===== src/rtl/key_scan_encoder.sv =====
`timescale 1ns/1ps
// Front-end for the key-sequence lock: synchronises and debounces four active-low
// buttons, and encodes one accepted single-key press into a 2-bit code with a one-cycle strobe.
module key_scan_encoder #(
    parameter int unsigned CNT_MAX = 1_000_000,
    parameter int unsigned CNT_W   = 20
) (
    input  logic       sys_clk,
    input  logic       sys_rst_n,
    input  logic [3:0] key_n,
    output logic       key_valid,
    output logic [1:0] key_code,
    output logic       key_err,
    output logic       key_busy
);

    localparam logic [CNT_W-1:0] CNT_LAST = CNT_W'(CNT_MAX - 1);

    typedef enum logic [1:0] {
        IDLE,
        DEB_PRS,
        HELD,
        DEB_REL
    } state_t;

    state_t           state, state_nxt;
    logic [3:0]       sync_q, ks;
    logic [3:0]       cand, cand_nxt;
    logic [CNT_W-1:0] cnt, cnt_nxt;
    logic             key_valid_nxt, key_err_nxt;
    logic [1:0]       key_code_nxt;
    logic [3:0]       ks_act;
    logic             ks_none, ks_single;

    function automatic logic [1:0] enc(input logic [3:0] k);
        case (k)
            4'b1110: enc = 2'b00;
            4'b1101: enc = 2'b01;
            4'b1011: enc = 2'b10;
            4'b0111: enc = 2'b11;
            default: enc = 2'b00;
        endcase
    endfunction

    // Exactly one pressed key <=> the active-high vector is a nonzero power of two.
    assign ks_act    = ~ks;
    assign ks_none   = (ks_act == '0);
    assign ks_single = !ks_none && ((ks_act & (ks_act - 4'd1)) == '0);

    always_ff @(posedge sys_clk or negedge sys_rst_n) begin
        if (!sys_rst_n) begin
            sync_q    <= '1;
            ks        <= '1;
            state     <= IDLE;
            cand      <= '1;
            cnt       <= '0;
            key_valid <= 1'b0;
            key_code  <= '0;
            key_err   <= 1'b0;
            key_busy  <= 1'b0;
        end else begin
            sync_q    <= key_n;
            ks        <= sync_q;
            state     <= state_nxt;
            cand      <= cand_nxt;
            cnt       <= cnt_nxt;
            key_valid <= key_valid_nxt;
            key_code  <= key_code_nxt;
            key_err   <= key_err_nxt;
            key_busy  <= (state_nxt != IDLE);
        end
    end

    always_comb begin
        state_nxt     = state;
        cand_nxt      = cand;
        cnt_nxt       = cnt;
        key_valid_nxt = 1'b0;
        key_err_nxt   = 1'b0;
        key_code_nxt  = key_code;
        case (state)
            IDLE: begin
                if (ks_single) begin
                    state_nxt = DEB_PRS;
                    cand_nxt  = ks;
                    cnt_nxt   = '0;
                end
            end
            DEB_PRS: begin
                if (ks == cand) begin
                    if (cnt == CNT_LAST) begin
                        state_nxt     = HELD;
                        key_valid_nxt = 1'b1;
                        key_code_nxt  = enc(cand);
                    end else begin
                        cnt_nxt = cnt + CNT_W'(1);
                    end
                end else if (ks_none) begin
                    state_nxt = IDLE;
                end else begin
                    state_nxt   = IDLE;
                    key_err_nxt = 1'b1;
                end
            end
            HELD: begin
                if (ks_none) begin
                    state_nxt = DEB_REL;
                    cnt_nxt   = '0;
                end
            end
            DEB_REL: begin
                // Any key seen during release debounce is bounce on the held key.
                if (!ks_none) begin
                    state_nxt = HELD;
                end else if (cnt == CNT_LAST) begin
                    state_nxt = IDLE;
                end else begin
                    cnt_nxt = cnt + CNT_W'(1);
                end
            end
            default: state_nxt = IDLE;
        endcase
    end

endmodule

===== config.mk =====
export PLATFORM = sky130hd
export DESIGN_NAME = key_scan_encoder
export DESIGN_NICKNAME = d
export VERILOG_FILES = /design/src/rtl/key_scan_encoder.sv
export SDC_FILE = /design/constraint.sdc
export NUM_CORES = 1
export LEC_CHECK = 0
export ABC_AREA = 1
export BUFFER_PORTS_ARGS = -buffer_cell sky130_fd_sc_hd__buf_4
export CORE_MARGIN = 1
export CORE_UTILIZATION = 55
export CTS_CLUSTER_SIZE = 20
export DETAILED_ROUTE_END_ITERATION = 10
export PLACE_DENSITY = 0.71
export SKIP_CTS_REPAIR_TIMING = 1
export SYNTH_ARGS = -nofsm -noshare
export SYNTH_HDL_FRONTEND = slang
export SYNTH_SLANG_ARGS = --single-unit
export TNS_END_PERCENT = 50

===== constraint.sdc =====
create_clock -name sys_clk -period 1.9 [get_ports sys_clk]
set_clock_uncertainty 0.05 [all_clocks]
set_input_delay 0.38 -clock sys_clk [delete_from_list [all_inputs] [get_ports sys_clk]]
set_output_delay 0.38 -clock sys_clk [all_outputs]
set_load 0.01 [all_outputs]

Word-level counts from Yosys, hierarchy flattened
Cells that the tools add are included.
{ "classes": {"reduce_logical": 9, "muxes": 20, "bitwise": 2, "eq_ne": 12, "n_addsub": 2} }
{ "ops": {"columns": ["op", "count"], "rows": [
  ["$mux W20", 5],
  ["$pmux W20 S4", 1],
  ["$add A20 B1 Y20 const B", 1],
  ["$eq A20 B20 Y1 const B", 1],
  ["$mux W2", 6],
  ["$eq A4 B4 Y1 const B", 2],
  ["$logic_not A4 Y1", 2],
  ["$ne A2 B2 Y1 const B", 4],
  ["$pmux W2 S4", 1],
  ["$mux W1", 6],
  ["$pmux W2 S3", 1],
  ["$and A4 B4 Y4", 1],
  ["$eq A2 B2 Y1 const B", 2],
  ["$eq A4 B3 Y1 const B", 1],
  ["$eq A4 B4 Y1", 1],
  ["$not A4 Y4", 1],
  ["$reduce_and A4 Y1", 1],
  ["$sub A4 B1 Y4 const B", 1],
  ["$reduce_and A3 Y1", 1],
  ["$eq A2 B1 Y1 const B", 1],
  ["$logic_not A2 Y1", 1],
  ["$reduce_and A2 Y1", 1],
  ["$reduce_bool A2 Y1", 1],
  ["$logic_and A1 B1 Y1", 1],
  ["$logic_not A1 Y1", 1]
]} }
{ "word_totals": {"inputBits": 6, "elab_cells": 54, "output_inout_bits": 5, "regBits": 39} }

Logic depth before layout (Yosys ltp)
{ "depth": {"ltp_word": 8, "depth_mapped": 11, "mapped_depth_nobuf": 10} }

Worst setup path after synthesis
Ideal clock, no wire load.
{ "synth_path": {"path_type": "register to register", "startpoint": "reg cnt[0]", "endpoint": "reg cnt[10]", "period_less_slack_ns": 1.624, "t_arrival_ns": 1.457, "path_stages_with_launch": 10, "path_slack_ns": 0.276, "path_cell_list": "dfrtp_1 ha_1 nand3_2 nor2_2 nand4_2 nand2_2 nand3_4 buf_6 nand2_1 nand2_1"} }
{ "synth_via": {"elab_chain_cells": 4} }
{ "synth_lines": {"columns": ["element", "line_no", "text"], "rows": [
  ["from (decl)", "29", "logic [CNT_W-1:0] cnt, cnt_nxt;"],
  ["from (signal assigned)", "66", "cnt <= cnt_nxt;"],
  ["$add A20 B1 Y20 or $eq A20 B20 Y1 (tied branches)", null, null],
  ["$mux W20 (*)", "91, 115", null],
  ["$mux W20 (on tied branches)", "113, 90", null],
  ["$pmux W20 S4 (*)", "81", "case (state)"]
]} }
Every way passes the cells marked *; elsewhere a longest branch is shown, timed or not. The select of a mux whose other input is x is not followed.
A chain may end at the register's enable or synchronous reset.

Worst setup path after layout
{ "layout_path": {"startpoint": "reg cand[1]", "endpoint": "reg cnt[13]"} }
{ "layout_via": {"elab_chain_cells": 3} }
{ "layout_lines": {"columns": ["element", "line_no", "text"], "rows": [
  ["from (decl)", "28", "logic [3:0] cand, cand_nxt;"],
  ["from (signal assigned)", "65", "cand <= cand_nxt;"],
  ["$eq A4 B4 Y1", "90", "if (ks == cand) begin"],
  ["$ne A2 B2 Y1 (no line)", null, null],
  ["$reduce_and A4 Y1 (no line)", null, null]
]} }
Every way passes these cells.

==> impl_metrics.py <==
metrics = {
    "layout": {
        "layout_commonest_cell": "nand2_1",
        "syn2layout_area_growth_pct": 12.5,
        "final_util": 0.667,
        "final_cell_mix": "nand2_1, nor2_1, inv_1",
        "final_layout_size_suffix_gt1_frac": 0.160,
        "finalNetCount": 344,
        "num_antenna_cells": 0,
    },
    "pwr": {
        "ir_drop_mv": 0.600,
        "power_density_nw_per_um2": 793,
        "p_leak_nw": 1.20,
    },
    "timing": {
        "max_clock_freq_ghz": 0.571,
        "slew_violations": 0,
        "fin_crit_ns": 1.75,
        "hold_viol_final": 27,
        "max_slew_margin": 0.692,
        "worst_slack_ns": 0.150,
        "finalSetupViolCount": 0,
        "setup_tns_ns": 0,
        "fin_crit_sh": 0.921,
        "tightest_slew_ns": 0.463,
        "grt_setup_unrepaired": "no",
        "hold_ws_ns": -0.0209,
    },
    "synth": {
        "syn_area_per_cell_um2": 7.07,
        "synth_xor_area_frac": 0.0470,
        "ys_seq_elements": 39,
        "synthMuxAreaShare": 0,
        "synth_compound_area_frac": 0.0347,
        "synth-simple-area-share": 0.400,
        "syn-num-nets": 323,
        "synth_top_family_by_area": "simple AND/OR/NAND/NOR gates",
        "synth.distinct_cells": 26,
        "yosysTopAreaCellShare": 0.302,
        "synth_area_leader_cell": "dfrtp_1",
        "synth_fa_ha_area_frac": 0.00560,
        "syn_inst": 316,
        "syn_area_um2": 2230,
        "synth_area_leaders": "dfrtp_1, nand2_1, dfstp_2, nor2_1, inv_1",
        "ys_warn_count": 0,
        "seq_area_frac_synth": 0.443,
    },
    "grt": {
        "grt-ovfl-total": 0,
        "grt_pass1_wl_mm": 7.71,
        "track_usage": 0.240,
        "antenna_found_initial": 0,
        "grt_pass1_vias": 1642,
        "grt_max_degree": 40,
    },
    "die": {
        "row_count": 22,
        "dieArea_um2": 4320,
        "die-height_um": 65.7,
        "core_area_um2": 3770,
        "num_io_pins": 11,
        "die_x_um": 65.7,
        "initial_core_util": 0.593,
    },
    "worst_setup_path": {
        "crit_family": "simple AND/OR/NAND/NOR gates",
        "end_kind": "flop",
        "path_class": "flop to flop",
        "max_stage_delay_ns": 0.59,
        "crit_chain": "inv_2 -> nand2_1 -> nand2_1 -> nor2_1 -> nand2_1 -> a21boi_1 -> nand3_1 -> buf_4 -> nand2_1 -> nand2_1",
        "crit_slowest_cell": "dfstp_2",
        "reg2reg_slack_ns": 0.15,
        "critPathMostFrequentCell": "nand2_1",
        "worst-path-buf-inv": 2,
        "worstPathRequired_ns": 2.03,
        "cp_data_arrival_time_ns": 1.88,
        "start_kind": "flop",
        "crit_fanout": 11,
    },
    "placement": {
        "numPortBuffers": 10,
        "dp_hpwl_mm": 3.37,
        "dp_slack_ns": 0.146,
        "place_congestion": 0.895,
    },
    "route": {
        "vias": 1886,
        "dr.pass1.iters": 5,
        "drt_wl_total_mm": 4.49,
        "routedWlPerCell_um": 11.6,
        "drc": 0,
        "via_per_inst": 4.89,
        "postRouteAntennaNets": 0,
        "drt_first_iter_violations": 125,
    },
    "clock_tree": {
        "clock_path_buffers": 2,
        "clkTransAtPathRegs_ns": 0.09,
        "cts_tree": "done",
        "cts_max_level": 2,
        "root_buffer": "clkbuf_8",
        "clock-sinks": 39,
        "cts_buffers": 5,
        "clk_latency_ns": 0.30,
    },
    "outcome": {
        "violations": "hold timing",
        "status": "complete, but fails checks",
    },
    "flow_run": {
        "drv_cap": 0,
    },
    "hold_path": {
        "hp-class": "input port to asynchronous set/reset pin",
    },
}
## state kept, by name (all words and copies together), names as in the netlist
| signal | cells |
|---|---|
| state | 2 |
| sync_q | 4 |
| cand | 4 |
| ks | 4 |
| key_valid | 1 |
| key_err | 1 |
| key_busy | 1 |
| key_code | 2 |
| cnt | 20 |
## Yosys cell counts
library cell,number
o21ai_0,8
clkbuf_1,1
xor2_1,7
xnor2_1,5
nor2_2,4
nand4_1,2
a21oi_1,3
nor3b_1,1
inv_1,28
inv_2,2
buf_6,3
nand3_4,1
nand4_2,2
buf_2,1
nand2_2,2
nand2_1,132
o31ai_1,2
nand3_1,13
a21boi_0,1
ha_1,1
nor2_1,55
nor3_2,1
dfrtp_1,27
nand3_2,1
or2_2,1
dfstp_2,12
## stage by stage
stage / std cells / hold slack (ns) / total power [mW] / instance area [um^2]
floorplan: 316 / 0.0344 / 1.18 / 2230
global route: 386 / 0.0291 / 2.10 / 2510
global placement: 378 / 0.296 / 1.29 / 2390
finish: 386 / -0.0209 / 1.99 / 2510
CTS: 386 / -0.00121 / 2.02 / 2510
detailed placement: 378 / 0.297 / 1.30 / 2390
## layout make-up
class                   count  area (um^2)
multi-input cells         242         1090
clock buffers               5         68.8
well taps                  48         60.1
flip-flops and latches     39          991
clock inverters             3         47.5
inverters                  30          113
repair buffers             19          143
fillers                   342         1260
## cell families after synthesis
group / count (synthesis)
buffers and inverters: 35
AOI/OAI and AO/OA: 14
xor gates and xnor gates: 12
adders and majority gates: 1
and+or+nand+nor: 215
DFF: 39
## final timing paths
| kind | from | end | depth (start not counted) |
|---|---|---|---|
| worst max register to register | cand[1] | cnt[13] | 10 |
| worst max-delay path | cand[1] | cnt[13] | 10 |
| min in group sys_clk | key_n[1] | sync_q[1] | 1 |
| worst min register to register | sync_q[2] | ks[2] | 0 |
| worst min-delay path | sys_rst_n | key_code[1] | 1 |
| max in group asynchronous | sys_rst_n | sync_q[2] | 1 |
## where the power goes
group	leakage (nW)	switching [mW]	internal, mW
clock network	0.0587	0.315	0.398
registers	0.498	0.0584	0.912
logic	0.647	0.195	0.116
total	1.20	0.569	1.43
## layer usage
metal	share of wire	track usage	vias to the layer above
li1	-	-	1005
met2	0.43	0.355	36
met1	0.52	0.358	840
met4	0.0098	0.0598	0
met3	0.046	0.0469	5
met5	0	0	-
No activity file was read; power rests on OpenSTA's default activity.
